**config.mk**
```make
export PLATFORM = sky130hd
export DESIGN_NAME = wb_master_bridge_flat
export DESIGN_NICKNAME = d
export VERILOG_FILES = /design/src/rtl/icesoc_bus_pkg.sv /design/src/rtl/wb_master_bridge_if.sv /design/src/rtl/wb_master_bridge.sv /design/src/flat_wrapper.sv
export SDC_FILE = /design/constraint.sdc
export NUM_CORES = 1
export LEC_CHECK = 0
export CORE_UTILIZATION = 65
export CTS_BUF_LIST = sky130_fd_sc_hd__clkbuf_4
export DETAILED_ROUTE_END_ITERATION = 8
export DONT_BUFFER_PORTS = 1
export GPL_ROUTABILITY_DRIVEN = 0
export PLACE_DENSITY = 0.9
export SLEW_MARGIN = 20
export SYNTH_ARGS = -nofsm -noshare
export SYNTH_HDL_FRONTEND = slang
export SYNTH_SLANG_ARGS = --single-unit
```
**constraint.sdc**
```tcl
create_clock -name wb_clk_i -period 2.7 [get_ports wb_clk_i]
set_clock_uncertainty 0.1 [all_clocks]
set_input_delay 0.405 -clock wb_clk_i [delete_from_list [all_inputs] [get_ports wb_clk_i]]
set_output_delay 0.405 -clock wb_clk_i [all_outputs]
set_load 0.05 [all_outputs]
```
**src/rtl/icesoc_bus_pkg.sv**
```systemverilog
// Shared bus definitions for the SoC interconnect bridges: FSM encoding,
// default timeout read data and the decode window width/compare helper.
package icesoc_bus_pkg;

   typedef enum logic [1:0] {
      ST_IDLE = 2'd0,
      ST_REQ  = 2'd1,
      ST_WAIT = 2'd2,
      ST_ACK  = 2'd3
   } bridge_state_e;

   localparam logic [31:0] TIMEOUT_DATA_DEFAULT = 32'hDEAD_BEEF;
   localparam int          WIN_ADDR_WIDTH       = 12;

   // True when adr falls in the window whose base is compared on bits [31:aw].
   function automatic logic in_window(input logic [31:0] adr,
                                      input logic [31:0] base,
                                      input int          aw);
      return (adr >> aw) == (base >> aw);
   endfunction

endpackage

```
**src/rtl/wb_master_bridge_if.sv**
```systemverilog
// Wishbone classic slave port plus interconnect master port of the bridge.
// 'master' is the bridge's view, 'slave' is the view of everything around it.
interface wb_master_bridge_if #(
   parameter int ADDR_WIDTH = icesoc_bus_pkg::WIN_ADDR_WIDTH
);
   logic                  wbs_stb_i;
   logic                  wbs_cyc_i;
   logic                  wbs_we_i;
   logic [3:0]            wbs_sel_i;
   logic [31:0]           wbs_adr_i;
   logic [31:0]           wbs_dat_i;
   logic                  wbs_ack_o;
   logic [31:0]           wbs_dat_o;

   logic                  data_req_o;
   logic [ADDR_WIDTH-1:0] data_addr_o;
   logic                  data_we_o;
   logic [3:0]            data_be_o;
   logic [31:0]           data_wdata_o;
   logic                  data_gnt_i;
   logic                  data_rvalid_i;
   logic [31:0]           data_rdata_i;

   modport master (
      input  wbs_stb_i, wbs_cyc_i, wbs_we_i, wbs_sel_i, wbs_adr_i, wbs_dat_i,
      output wbs_ack_o, wbs_dat_o,
      output data_req_o, data_addr_o, data_we_o, data_be_o, data_wdata_o,
      input  data_gnt_i, data_rvalid_i, data_rdata_i
   );

   modport slave (
      output wbs_stb_i, wbs_cyc_i, wbs_we_i, wbs_sel_i, wbs_adr_i, wbs_dat_i,
      input  wbs_ack_o, wbs_dat_o,
      input  data_req_o, data_addr_o, data_we_o, data_be_o, data_wdata_o,
      output data_gnt_i, data_rvalid_i, data_rdata_i
   );
endinterface

```
**src/rtl/wb_master_bridge.sv**
```systemverilog
// Wishbone classic slave to interconnect master bridge with per-access
// response timeout, sticky timeout flag and saturating timeout counter.
module wb_master_bridge
   import icesoc_bus_pkg::*;
#(
   parameter int          ADDR_WIDTH     = WIN_ADDR_WIDTH,
   parameter logic [31:0] BASE_ADDR      = 32'h3000_0000,
   parameter int          TIMEOUT_CYCLES = 255,
   parameter logic [31:0] TIMEOUT_DATA   = TIMEOUT_DATA_DEFAULT
) (
   input  logic               wb_clk_i,
   input  logic               wb_rst_i,
   wb_master_bridge_if.master bus,
   output logic               timeout_o,
   output logic [7:0]         timeout_count_o
);

   // WAIT lasts at most TIMEOUT_CYCLES cycles; counter starts at 0 on entry.
   localparam logic [7:0] WAIT_LAST = 8'(TIMEOUT_CYCLES - 1);

   bridge_state_e state;
   logic [7:0]    wait_cnt;
   logic          cyc_lost;
   logic          hit;
   logic          ack_ok;

   assign hit    = bus.wbs_stb_i && bus.wbs_cyc_i &&
                   in_window(bus.wbs_adr_i, BASE_ADDR, ADDR_WIDTH);
   // Master must have held cyc through the whole access to see the ack.
   assign ack_ok = !cyc_lost && bus.wbs_cyc_i;

   always_ff @(posedge wb_clk_i) begin
      if (wb_rst_i) begin
         state            <= ST_IDLE;
         wait_cnt         <= '0;
         cyc_lost         <= 1'b0;
         bus.wbs_ack_o    <= 1'b0;
         bus.wbs_dat_o    <= '0;
         bus.data_req_o   <= 1'b0;
         bus.data_addr_o  <= '0;
         bus.data_we_o    <= 1'b0;
         bus.data_be_o    <= '0;
         bus.data_wdata_o <= '0;
         timeout_o        <= 1'b0;
         timeout_count_o  <= '0;
      end else begin
         case (state)
            ST_IDLE: begin
               bus.wbs_ack_o <= 1'b0;
               if (hit) begin
                  bus.data_addr_o  <= {bus.wbs_adr_i[ADDR_WIDTH-1:2], 2'b00};
                  bus.data_we_o    <= bus.wbs_we_i;
                  bus.data_be_o    <= bus.wbs_sel_i;
                  bus.data_wdata_o <= bus.wbs_dat_i;
                  cyc_lost         <= 1'b0;
                  // A write touching no bytes has nothing to send downstream.
                  if (bus.wbs_we_i && bus.wbs_sel_i == 4'b0000) begin
                     bus.wbs_ack_o <= 1'b1;
                     state         <= ST_ACK;
                  end else begin
                     bus.data_req_o <= 1'b1;
                     state          <= ST_REQ;
                  end
               end
            end
            ST_REQ: begin
               if (!bus.wbs_cyc_i) cyc_lost <= 1'b1;
               if (bus.data_gnt_i) begin
                  bus.data_req_o <= 1'b0;
                  if (bus.data_rvalid_i) begin
                     if (!bus.data_we_o) bus.wbs_dat_o <= bus.data_rdata_i;
                     bus.wbs_ack_o <= ack_ok;
                     state         <= ST_ACK;
                  end else begin
                     wait_cnt <= '0;
                     state    <= ST_WAIT;
                  end
               end
            end
            ST_WAIT: begin
               if (!bus.wbs_cyc_i) cyc_lost <= 1'b1;
               wait_cnt <= wait_cnt + 8'd1;
               if (bus.data_rvalid_i) begin
                  if (!bus.data_we_o) bus.wbs_dat_o <= bus.data_rdata_i;
                  bus.wbs_ack_o <= ack_ok;
                  state         <= ST_ACK;
               end else if (wait_cnt == WAIT_LAST) begin
                  bus.wbs_dat_o <= TIMEOUT_DATA;
                  timeout_o     <= 1'b1;
                  if (timeout_count_o != 8'hFF)
                     timeout_count_o <= timeout_count_o + 8'd1;
                  bus.wbs_ack_o <= ack_ok;
                  state         <= ST_ACK;
               end
            end
            ST_ACK: begin
               bus.wbs_ack_o <= 1'b0;
               state         <= ST_IDLE;
            end
            default: state <= ST_IDLE;
         endcase
      end
   end

endmodule
```
**src/flat_wrapper.sv**
```systemverilog
// flat-port wrapper written by rule: the top's interface ports become plain ports
module wb_master_bridge_flat import icesoc_bus_pkg::*;
#(
   parameter int          ADDR_WIDTH     = WIN_ADDR_WIDTH,
   parameter logic [31:0] BASE_ADDR      = 32'h3000_0000,
   parameter int          TIMEOUT_CYCLES = 255,
   parameter logic [31:0] TIMEOUT_DATA   = TIMEOUT_DATA_DEFAULT
)
  (wb_clk_i, wb_rst_i, timeout_o, timeout_count_o, bus_wbs_stb_i, bus_wbs_cyc_i, bus_wbs_we_i, bus_wbs_sel_i, bus_wbs_adr_i, bus_wbs_dat_i, bus_wbs_ack_o, bus_wbs_dat_o, bus_data_req_o, bus_data_addr_o, bus_data_we_o, bus_data_be_o, bus_data_wdata_o, bus_data_gnt_i, bus_data_rvalid_i, bus_data_rdata_i);
  wb_master_bridge_if #(.ADDR_WIDTH(ADDR_WIDTH)) bus_i ();
  input  logic wb_clk_i;
  input  logic wb_rst_i;
  output logic timeout_o;
  output logic [7:0] timeout_count_o;
  input wire logic [$bits(bus_i.wbs_stb_i)-1:0] bus_wbs_stb_i;
  input wire logic [$bits(bus_i.wbs_cyc_i)-1:0] bus_wbs_cyc_i;
  input wire logic [$bits(bus_i.wbs_we_i)-1:0] bus_wbs_we_i;
  input wire logic [$bits(bus_i.wbs_sel_i)-1:0] bus_wbs_sel_i;
  input wire logic [$bits(bus_i.wbs_adr_i)-1:0] bus_wbs_adr_i;
  input wire logic [$bits(bus_i.wbs_dat_i)-1:0] bus_wbs_dat_i;
  output wire logic [$bits(bus_i.wbs_ack_o)-1:0] bus_wbs_ack_o;
  output wire logic [$bits(bus_i.wbs_dat_o)-1:0] bus_wbs_dat_o;
  output wire logic [$bits(bus_i.data_req_o)-1:0] bus_data_req_o;
  output wire logic [$bits(bus_i.data_addr_o)-1:0] bus_data_addr_o;
  output wire logic [$bits(bus_i.data_we_o)-1:0] bus_data_we_o;
  output wire logic [$bits(bus_i.data_be_o)-1:0] bus_data_be_o;
  output wire logic [$bits(bus_i.data_wdata_o)-1:0] bus_data_wdata_o;
  input wire logic [$bits(bus_i.data_gnt_i)-1:0] bus_data_gnt_i;
  input wire logic [$bits(bus_i.data_rvalid_i)-1:0] bus_data_rvalid_i;
  input wire logic [$bits(bus_i.data_rdata_i)-1:0] bus_data_rdata_i;
  assign bus_i.wbs_stb_i = bus_wbs_stb_i;
  assign bus_i.wbs_cyc_i = bus_wbs_cyc_i;
  assign bus_i.wbs_we_i = bus_wbs_we_i;
  assign bus_i.wbs_sel_i = bus_wbs_sel_i;
  assign bus_i.wbs_adr_i = bus_wbs_adr_i;
  assign bus_i.wbs_dat_i = bus_wbs_dat_i;
  assign bus_wbs_ack_o = bus_i.wbs_ack_o;
  assign bus_wbs_dat_o = bus_i.wbs_dat_o;
  assign bus_data_req_o = bus_i.data_req_o;
  assign bus_data_addr_o = bus_i.data_addr_o;
  assign bus_data_we_o = bus_i.data_we_o;
  assign bus_data_be_o = bus_i.data_be_o;
  assign bus_data_wdata_o = bus_i.data_wdata_o;
  assign bus_i.data_gnt_i = bus_data_gnt_i;
  assign bus_i.data_rvalid_i = bus_data_rvalid_i;
  assign bus_i.data_rdata_i = bus_data_rdata_i;
  wb_master_bridge #(.ADDR_WIDTH(ADDR_WIDTH), .BASE_ADDR(BASE_ADDR), .TIMEOUT_CYCLES(TIMEOUT_CYCLES), .TIMEOUT_DATA(TIMEOUT_DATA)) u_core (.wb_clk_i(wb_clk_i), .wb_rst_i(wb_rst_i), .bus(bus_i), .timeout_o(timeout_o), .timeout_count_o(timeout_count_o));
endmodule
```
==> impl_results.md, run 1 <==
* Aggregate routed wire length at 12.6 mm
* Critical Path, Cell by Cell: inv_1 -> ha_1 -> inv_1 -> or4_4 -> nand2_1 -> a21oi_1 -> dlygate4sd3_1
* Worst Tran Pin Value at just under 900 ps
* Sw frac at 42.4%
* Combinational share of power at about 22%
* Slowest stage delay, CP at 630 ps
* DRC marker count from the first detailed-route iteration at 276
* Commonest non-fill, non-tap cells in the layout: nand2_1 (104), dfxtp_1 (101), dlygate4sd3_1 (70)
* Max-cap violations at 0
* Core ar. at between 0.005 and 0.006 mm^2
* Final setup viols at 0
* Setup TNS at 0 ps
* CP Capture Type: flip-flop
* HP Class: input pin to flip-flop
* Synth warn at 0
* Diodes inserted at 0
* Pre-antenna DRT Iters at 5
* Maximum VDD drop at 0.667 mV
* Worst Path Arrival at about 2800 ps
* Post-route ant nets at 0
* Vias at 3746
* Port Buf Inserts at 0
* Initial Util at 67.6%
* Total CTS buffers at 9
* Seq/Total Area, Yosys at roughly 50%
* Final WS setup at 152 ps
* Synth top area share at 50.5%
* Most common cell on crit path: inv_1
* # nets final at approximately 630
* Worst path required time at ~3000 ps
* Pin count of the biggest net entering global routing at slightly above 60
* Layout filler cell count at 340
* Wire per inst at 21.4 um
* Post-CTS setup buffers at 0
* Clock Pin Slew Worst Setup and Hold Paths at ~170 ps
* Post-DR vias/cell at 6.36
* Kind of critical path: flip-flop to flip-flop
* Buffer levels on the longest clock path at 2
* Fmax at 392 MHz
* Vias in the first global route at between 3000 and 4000
* PwrDens at 832 mW/mm^2
* Psw at 0.00174 W
* Residual DRC at 0
* Syn Inst Count at 439
* Initial antenna violation count at 0
* Latest clock arrival within the worst-skew pair at 440 ps
* Fin. max-slew vios at 0
* Global-route wire length before repair at 17.4 mm
* Slew headroom at 40.9%
* Clock power frac at between 10% and 20%
* Critical path launch point type: flip-flop
* TritonCTS clock tree: done
* #FFs+latches synth at slightly above 100
* Final Cycle Share at 94.4%
* Fraction of layout cells with a size suffix above 1 at under 10%
* Distinct cell type count of the synthesized netlist at 42
* RSZ-0062 raised after global routing: false
* Flop pwr share at 58.7%
* Leakage power at 1.77 nW
* All-Layer GR Usage at 36.6%
* Slowest cell on the critical path: or4_4
* Dpl ws at 363 ps
* Outcome: complete, no violations
* Sink Count at 101
* CTS H-tree lvls at 3
* Final Critical Period at ~2500 ps
* Synth area leaders: dfxtp_1 (51%), nand2_1 (9.7%), a21oi_1 (6.8%)
* Final Core Density at 83.2%
* Hpwl dp at between 6 and 7 mm
* Fin. Hold Viols at 0
* Die Height at 80.5 um
* Mapped Avg Cell Area at 9.12 um^2
* Synth-to-Final Area Change at 23.0%
* Synthesized area at about 0.004 mm^2
* Synth area leader: dfxtp_1
* Io pins at 199
* Site row count at 28
* Cell Int Power at 0.00236 W
* GRT overflow at 0
* DIE WIDTH at 80.5 um
* Crit-path max FO at 24
* Clock Tree Root: clkbuf_4
* Commonest non-fill, non-tap cell in the layout: nand2_1
* Die area at roughly 0.0065 mm^2
==> power groups by stage <==
stage                     Combinational (W)  Sequential, W  Clock [W]
after floorplan                    0.000647        0.00238          0
after global placement             0.000717        0.00242          0
after detailed placement           0.000749        0.00242          0
after CTS                          0.000853        0.00239   0.000770
after global routing               0.000983        0.00243   0.000844
final                              0.000915        0.00241   0.000778
==> metrics by stage <==
stage / cell area (um^2) / power [W] / hold slack (ps) / instances
detailed placement: 4040 / 0.00317 / 381 / 501
global route: 4920 / 0.00426 / 16.0 / 589
global placement: 4040 / 0.00313 / 376 / 501
floorplan: 4010 / 0.00303 / 393 / 440
finish: 4920 / 0.00410 / 13.0 / 589
CTS: 4870 / 0.00401 / 0.272 / 585
==> final cells by class <==
type,count,area [um^2],share of cell area (%)
flip-flops and latches,101,2020,41.1
clock inverters,6,62.6,1.27
inverters,8,30.0,0.610
multi-input cells,305,1810,36.7
well taps,75,93.8,1.91
repair buffers,85,840,17.0
clock buffers,9,67.6,1.37
==> what timing repair did <==
| item | 4_1_cts | 5_1_grt |
|---|---|---|
| endpoints found under the hold margin | 85 | 2 |
| gates resized for setup | 0 | 3 |
| hold buffers | 69 | 2 |
| endpoints found under the setup margin | 0 | 1 |
==> synth_stat cells, drive strengths merged <==
cell type and instances:
or3 1, a21o 1, and4 2, a211oi 10, buf 19, xor2 9
o31ai 1, a21oi 54, ha 8, nor4b 2, nand4b 1, nand4 7
and2 1, xnor2 3, o21ai 1, nand3 6, nand2b 3, nand2 104
a21boi 2, clkbuf 8, mux2i 9, nor4 6, nor2 30, a31oi 3
nor3 6, or4 1, o21a 1, a221o 24, nor4bb 2, inv 8
dfxtp 101, and3 3, conb 1, o21bai 1
==> kinds of logic (layout without fill, tap and decap cells) <==
| logic type | after synthesis | count (layout) | synth area share [%] |
|---|---|---|---|
| flip-flops | 101 | 101 | 50.5 |
| multiplexers | 9 | 9 | 2.25 |
| XOR/XNOR | 12 | 12 | 2.63 |
| buffers and inverters | 35 | 108 | 5.22 |
| other | 1 | 2 | 0.0937 |
| AND/OR/NAND/NOR | 175 | 176 | 20.1 |
| AO/OA/AOI/OAI | 98 | 98 | 16.7 |
| adder cells (fa/ha/maj) | 8 | 8 | 2.50 |
==> worst max-delay path: cells and delay by family (launching register included) <==
family,cells,cell delay [ps]
AOI/OAI and AO/OA,1,90
adders and majority gates,1,250
and+or+nand+nor,2,780
buffers and inverters,3,880
DFF,1,380
==> path summary, 6_finish.rpt <==
path,slack (ps),endpoint,startpoint,cells after the start
hold / removal,10,u_core.bus.wbs_dat_o[20]$_SDFFE_PP0P_,bus_data_rdata_i[20],2
hold reg to reg,440,u_core.timeout_count_o[1]$_SDFFE_PP0P_,u_core.timeout_count_o[1]$_SDFFE_PP0P_,2
setup reg to reg,150,u_core.bus.data_wdata_o[6]$_SDFFE_PP0P_,u_core.state[0]$_SDFFE_PP0P_,7
setup / recovery,150,u_core.bus.data_wdata_o[6]$_SDFFE_PP0P_,u_core.state[0]$_SDFFE_PP0P_,7
==> registers in the layout (all words and copies together) (netlist names) <==
register	cells
u_core.bus.wbs_dat_o	32
u_core.timeout_count_o	8
u_core.timeout_o	1
u_core.bus.data_we_o	1
u_core.bus.wbs_ack_o	1
u_core.bus.data_be_o	4
u_core.cyc_lost	1
u_core.bus.data_wdata_o	32
u_core.wait_cnt	8
u_core.bus.data_addr_o	10
u_core.state	2
u_core.bus.data_req_o	1
==> routing by layer <==
metal  vias to the layer above  track usage (%)  wire length (um)
met1                      1748             37.2              4390
met4                         0             25.0               556
met2                       275             64.1              6490
met3                        51             10.9              1180
li1                       1672                -                 -
met5                         -                0                 0
(Power assumes the default switching activity.)
==> run 2, diff against run 1 <==
Settings changed: CTS_BUF_LIST sky130_fd_sc_hd__clkbuf_4 to sky130_fd_sc_hd__clkbuf_8.
==> impl_results.md, run 2 (synthesis gave the netlist of run 1 again) <==
* Clock Pin Slew Worst Setup and Hold Paths at 100 ps (-70 ps)
* Initial antenna violation count at 0 (unchanged)
* Setup crit start: u_core.state[1]$_SDFFE_PP0P_
* Commonest non-fill, non-tap cell in the layout: nand2_1
* Latest clock arrival within the worst-skew pair at 350 ps (-90 ps)
* Fraction of layout cells with a size suffix above 1 at 8.60% (+0.82 points)
* Buffer levels on the longest clock path at 2 (unchanged)
* Hpwl dp at 6.61 mm (unchanged)
* Flop pwr share at 58.3% (-0.4 points)
* Residual DRC at 0 (unchanged)
* Cell Int Power at 0.00246 W (+4.3%)
* Worst Tran Pin Value at 825 ps (-58.3 ps)
* Global-route wire length before repair at 13.4 mm (-23%)
* Total CTS buffers at 9 (unchanged)
* Worst Hold Path EP: u_core.timeout_count_o[5]$_SDFFE_PP0P_
* DRC marker count from the first detailed-route iteration at 96 (-65%)
* Worst path required time at 2890 ps (-80 ps)
* Final Cycle Share at 87.5% (-6.9 points)
* Fmax at 423 MHz (+7.8%)
* Site row count at 28 (unchanged)
* Die area at 0.00648 mm^2 (unchanged)
* Crit-path max FO at 24 (unchanged)
* Vias in the first global route at 2832 (-19%)
* Slew headroom at 44.8% (+3.9 points)
* Leakage power at 1.49 nW (-16%)
* Setup slack, reg-to-reg at 340 ps (+190 ps)
* Post-CTS setup buffers at 0 (unchanged)
* Synth-to-Final Area Change at 5.94%
* Die Height at 80.5 um (unchanged)
* Worst r2r src: u_core.state[1]$_SDFFE_PP0P_
* Post-DR vias/cell at 6.12 (-3.7%)
* Min-Delay Path Depth at 1 (-1)
* CP Capture Type: flip-flop
* Pin count of the biggest net entering global routing at 66 (+6.5%)
* All-Layer GR Usage at 27.3% (-9.4 points)
* DR WL met2 at 4.70 mm (-28%)
* Sw frac at 40.0% (-2.4 points)
* Commonest non-fill, non-tap cells in the layout: nand2_1 (104), dfxtp_1 (101), a21oi_1 (54)
* Met3 Wirelength at 790 um (-33%)
* Io pins at 199 (unchanged)
* PwrDens at 967 mW/mm^2 (+16%)
* CTS H-tree lvls at 3 (unchanged)
* Maximum VDD drop at 0.650 mV (-2.6%)
* Worst Path Arrival at 2550 ps (-270 ps)
* Fin. max-slew vios at 0 (unchanged)
* Critical path launch point type: flip-flop
* Initial Util at 67.6% (unchanged)
* Final Core Density at 71.6% (-12 points)
* Regs by FF count: u_core.bus.data_wdata_o x32, u_core.bus.wbs_dat_o x32, u_core.bus.data_addr_o x10
* Hold Path Origin: wb_rst_i
* Post-CTS Resized at 0 (unchanged)
* Post-route ant nets at 0 (unchanged)
* Setup TNS at 0 ps (unchanged)
* Final setup viols at 0 (unchanged)
* Combinational share of power at 18.5% (-3.8 points)
* Clock Tree Root: clkbuf_8
* Pre-antenna DRT Iters at 6 (+1)
* Fin. Hold Viols at 0 (unchanged)
* Final Non-Filler Cells at 517 (-12%)
* Clock power frac at 23.2% (+4.2 points)
* Final Critical Period at 2360 ps (-185 ps)
* Dpl ws at 363 ps (unchanged)
* GRT overflow at 0 (unchanged)
* Psw at 0.00164 W (-5.7%)
* Max layer used: met4
* Port Buf Inserts at 0 (unchanged)
* Sink Count at 101 (unchanged)
* RR Endpoint: u_core.bus.wbs_dat_o[2]$_SDFFE_PP0P_
* HP Class: input pin to flip-flop
* Cells after DPL at 501 (unchanged)
* Kind of critical path: flip-flop to flip-flop
* Vias at 3165 (-16%)
* Wire per inst at 17.9 um (-16%)
* Diodes inserted at 0 (unchanged)
* Core ar. at 0.00592 mm^2 (unchanged)
* Final WS setup at 337 ps (+185 ps)
* TritonCTS clock tree: done
* Metal-1 WL at 3.60 mm (-18%)
* Power Total at 0.00410 W (about the same)
* # nets final at 553 (-12%)
* RSZ-0062 raised after global routing: false
* Max-cap violations at 0 (unchanged)
* Aggregate routed wire length at 9.27 mm (-27%)
* DIE WIDTH at 80.5 um (unchanged)
* Outcome: complete, no violations
* Cell depth of the worst flop-to-flop path at 6 (-1)
-- run 2: cell count changes in the layout (fill, tap and decap cells not counted) --
| cell | previous run | this run |
|---|---|---|
| nor4_4 | 2 | 1 |
| clkbuf_8 | 1 | 10 |
| nor4_2 | 0 | 1 |
| or4_2 | 1 | 0 |
| buf_4 | 12 | 13 |
| clkbuf_4 | 10 | 0 |
| buf_16 | 1 | 0 |
| dlygate4sd3_1 | 70 | 1 |
| clkinv_1 | 1 | 0 |
-- run 2: what timing repair did --
| item | 4_1_cts | 5_1_grt |
|---|---|---|
| hold buffers | 1 | 0 |
| hold endpoints to repair | 2 | 0 |
| setup endpoints to repair | 0 | 0 |
-- run 2: per-stage QoR --
stage | hold slack [ps] | cell area (um^2)
final | 20.9 | 4240
after global routing | 3.58 | 4240
after CTS | 0.828 | 4240
after detailed placement | 381 | 4040
after global placement | 376 | 4040
after floorplan | 393 | 4010
-- run 2: power by group through the flow --
| stage | clock, W | combinational (W) | sequential, W |
|---|---|---|---|
| 4_1_cts | 0.000963 | 0.000757 | 0.00239 |
| 6_report | 0.000952 | 0.000760 | 0.00239 |
| 5_1_grt | 0.00103 | 0.000838 | 0.00242 |
| 3_3_place_gp | 0 | 0.000717 | 0.00242 |
| 3_5_place_dp | 0 | 0.000749 | 0.00242 |
| 2_1_floorplan | 0 | 0.000647 | 0.00238 |
-- run 2: per-layer routing --
layer	GRT usage, %	up-vias
li1	-	1519
met1	30.3	1469
met2	48.5	163
met3	6.70	14
met4	12.5	0
met5	0	-
-- run 2: cell type report --
cell class	count	area, um^2
tap	75	93.8
sequential	101	2020
clock buffer	10	138
clock inverter	5	58.8
multi-input combinational	304	1790
fill	452	1680
inverter	8	30.0
timing repair buffer	14	108
-- run 2: worst max-delay path by stage --
stage,endpoint,slack [ps],depth (start not counted)
floorplan,u_core.bus.wbs_dat_o[0]$_SDFFE_PP0P_,590,9
global placement,u_core.bus.wbs_dat_o[18]$_SDFFE_PP0P_,440,7
detailed placement,u_core.bus.wbs_dat_o[2]$_SDFFE_PP0P_,360,6
CTS,u_core.bus.wbs_dat_o[31]$_SDFFE_PP0P_,340,7
global route,u_core.bus.wbs_dat_o[18]$_SDFFE_PP0P_,170,6
finish,u_core.bus.wbs_dat_o[2]$_SDFFE_PP0P_,340,6
-- run 2: worst max-delay path: stages, from the launching register on --
cell	delay [ps]
dfxtp_1	430
inv_1	120
ha_1	260
a21boi_1	160
nand2b_1	290
nor3_4	750
a221o_1	210
==> run 3, diff against run 2 <==
Settings changed: CORE_MARGIN set to 5.
==> impl_results.md, run 3 (synthesis gave the netlist of run 1 again) <==
* Kind of critical path: flip-flop to flip-flop
* Synth-to-Final Area Change at 7.34%
* Io pins at 199 (unchanged)
* Die Height at 88.5 um (+9.9%)
* Final Critical Period at 2450 ps (+89.4 ps)
* Fin. Hold Viols at 0 (unchanged)
* PwrDens at 979 mW/mm^2 (+1.2%)
* Global-route wire length before repair at 15.3 mm (+15%)
* Crit-path max FO at 24 (unchanged)
* Core ar. at 0.00596 mm^2 (+0.59%)
* Latest clock arrival within the worst-skew pair at 360 ps (about the same)
* Worst r2r src: u_core.state[0]$_SDFFE_PP0P_
* Max-cap violations at 0 (unchanged)
* Final setup viols at 0 (unchanged)
* Post-DR vias/cell at 6.30 (+2.9%)
* Residual DRC at 0 (unchanged)
* Outcome: complete, no violations
* Site row count at 28 (unchanged)
* Fraction of layout cells with a size suffix above 1 at 7.64% (-0.96 points)
* Hpwl dp at 7.20 mm (+8.8%)
* Cell Int Power at 0.00254 W (+3.1%)
* Clock Tree Root: clkbuf_8
* Slowest stage delay, CP at 680 ps (-70 ps)
* Commonest non-fill, non-tap cell in the layout: nand2_1
* Setup TNS at 0 ps (unchanged)
* Critical Path, Cell by Cell: inv_1 -> ha_1 -> nand4b_1 -> or3_1 -> nor3_4 -> a221o_1
* Clock Pin Slew Worst Setup and Hold Paths at 90 ps (about the same)
* Aggregate routed wire length at 10.6 mm (+14%)
* Worst path required time at 2900 ps (about the same)
* Total CTS buffers at 9 (unchanged)
* Maximum VDD drop at 0.758 mV (+17%)
* Sw frac at 39.7% (-0.29 points)
* Worst Hold Path EP: u_core.bus.data_req_o$_SDFFE_PP0P_
* # nets final at 556 (+0.54%)
* Initial Util at 67.2% (-0.40 points)
* TritonCTS clock tree: done
* Post-CTS Resized at 0 (unchanged)
* Slowest cell on the critical path: nor3_4
* Sink Count at 101 (unchanged)
* Pin count of the biggest net entering global routing at 51 (-23%)
* Slew headroom at 44.4% (-0.39 points)
* RR Endpoint: u_core.bus.wbs_dat_o[16]$_SDFFE_PP0P_
* CTS H-tree lvls at 3 (unchanged)
* Post-route ant nets at 0 (unchanged)
* Wire per inst at 20.4 um (+13%)
* Vias at 3276 (+3.5%)
* Hold Path Origin: wb_rst_i
* DRC marker count from the first detailed-route iteration at 126 (+31%)
* RSZ-0062 raised after global routing: false
* HP Class: input pin to flip-flop
* Clock power frac at 24.2% (+1.0 points)
* Flop pwr share at 57.0% (-1.3 points)
* Die area at 0.00783 mm^2 (+21%)
* Worst Tran Pin Value at 831 ps (+5.88 ps)
* Cell depth of the worst flop-to-flop path at 6 (unchanged)
* DIE WIDTH at 88.5 um (+9.9%)
* Fmax at 408 MHz (-3.6%)
* Fin. max-slew vios at 0 (unchanged)
* Commonest non-fill, non-tap cells in the layout: nand2_1 (104), dfxtp_1 (101), a21oi_1 (54)
* Worst Path Arrival at 2650 ps (+100 ps)
* Final WS setup at 248 ps (-89.4 ps)
* Leakage power at 1.51 nW (+1.2%)
* Buffer levels on the longest clock path at 2 (unchanged)
* Regs by FF count: u_core.bus.data_wdata_o x32, u_core.bus.wbs_dat_o x32, u_core.bus.data_addr_o x10
* Min-Delay Path Depth at 1 (unchanged)
* GRT overflow at 0 (unchanged)
* Dpl ws at 144 ps (-219 ps)
* All-Layer GR Usage at 25.2% (-2.1 points)
* Diodes inserted at 0 (unchanged)
* Initial antenna violation count at 0 (unchanged)
* Port Buf Inserts at 0 (unchanged)
* Critical path launch point type: flip-flop
* Combinational share of power at 18.7% (+0.2 points)
* CP Capture Type: flip-flop
* Psw at 0.00167 W (+1.9%)
* Pre-antenna DRT Iters at 5 (-1)
* Post-CTS setup buffers at 0 (unchanged)
* Vias in the first global route at 3151 (+11%)
* Final Cycle Share at 90.8% (+3.3 points)
* Setup slack, reg-to-reg at 250 ps (-90 ps)
-- run 3: changes by cell type in the layout (fill, tap and decap cells not counted) --
| cell | delta |
|---|---|
| dlygate4sd3_1 | +6 |
| buf_4 | -4 |
| buf_6 | +1 |
| bufinv_16 | +1 |
| clkbuf_8 | -1 |
| clkinv_2 | -1 |
| inv_1 | +1 |
-- run 3: worst max-delay path, delay by kind of cell (launching register included) --
family	cells	cell delay, ps
compound gates	1	250
fa+ha+maj	1	200
simple gates	3	1330
buf+inv	1	140
flops	1	360
-- run 3: timing repair --
action,in CTS,in global routing
endpoints found under the setup margin,0,0
hold endpoints to repair,1,13
hold buffers,5,2
-- run 3: worst max path at each step --
| stage | start | to |
|---|---|---|
| final | u_core.state[0]$_SDFFE_PP0P_ | u_core.bus.wbs_dat_o[16]$_SDFFE_PP0P_ |
| after global routing | u_core.state[0]$_SDFFE_PP0P_ | u_core.bus.wbs_dat_o[16]$_SDFFE_PP0P_ |
| after global placement | u_core.state[1]$_SDFFE_PP0P_ | u_core.bus.wbs_dat_o[18]$_SDFFE_PP0P_ |
| after floorplan | u_core.state[1]$_SDFFE_PP0P_ | u_core.bus.wbs_dat_o[0]$_SDFFE_PP0P_ |
| after detailed placement | u_core.state[1]$_SDFFE_PP0P_ | u_core.bus.wbs_dat_o[19]$_SDFFE_PP0P_ |
| after CTS | u_core.state[1]$_SDFFE_PP0P_ | u_core.bus.wbs_dat_o[23]$_SDFFE_PP0P_ |
-- run 3: metal layers --
metal / track usage, % / up-vias / wire length [um]
li1: - / 1532 / -
met1: 28.0 / 1521 / 3560
met2: 43.2 / 196 / 5350
met3: 9.12 / 27 / 1360
met4: 11.1 / 0 / 305
met5: 0 / - / 0
-- run 3: cell type report --
class / count / area (um^2)
well taps: 75 / 93.8
flip-flops and latches: 101 / 2020
fillers: 448 / 1660
clock buffers: 9 / 124
clock inverters: 6 / 87.6
multi-input cells: 304 / 1790
inverters: 8 / 30.0
repair buffers: 17 / 149
-- run 3: through the flow --
step / cell area (um^2) / instances / hold slack [ps] / total power [W] / utilization [%]
floorplan: 4010 / 440 / 393 / 0.00303 / -
global placement: 4010 / 497 / 382 / 0.00313 / 67.2
detailed placement: 4010 / 497 / 386 / 0.00318 / 67.2
CTS: 4270 / 517 / 0.257 / 0.00419 / 71.6
global route: 4300 / 520 / 1.03 / 0.00440 / 72.2
finish: 4300 / 520 / 10.6 / 0.00421 / 72.2
-- run 3: power groups by stage --
stage	Combinational [W]	Sequential (W)	Clock [W]
floorplan	0.000647	0.00238	0
global placement	0.000705	0.00243	0
detailed placement	0.000742	0.00244	0
CTS	0.000760	0.00240	0.00103
global route	0.000870	0.00242	0.00111
finish	0.000789	0.00240	0.00102
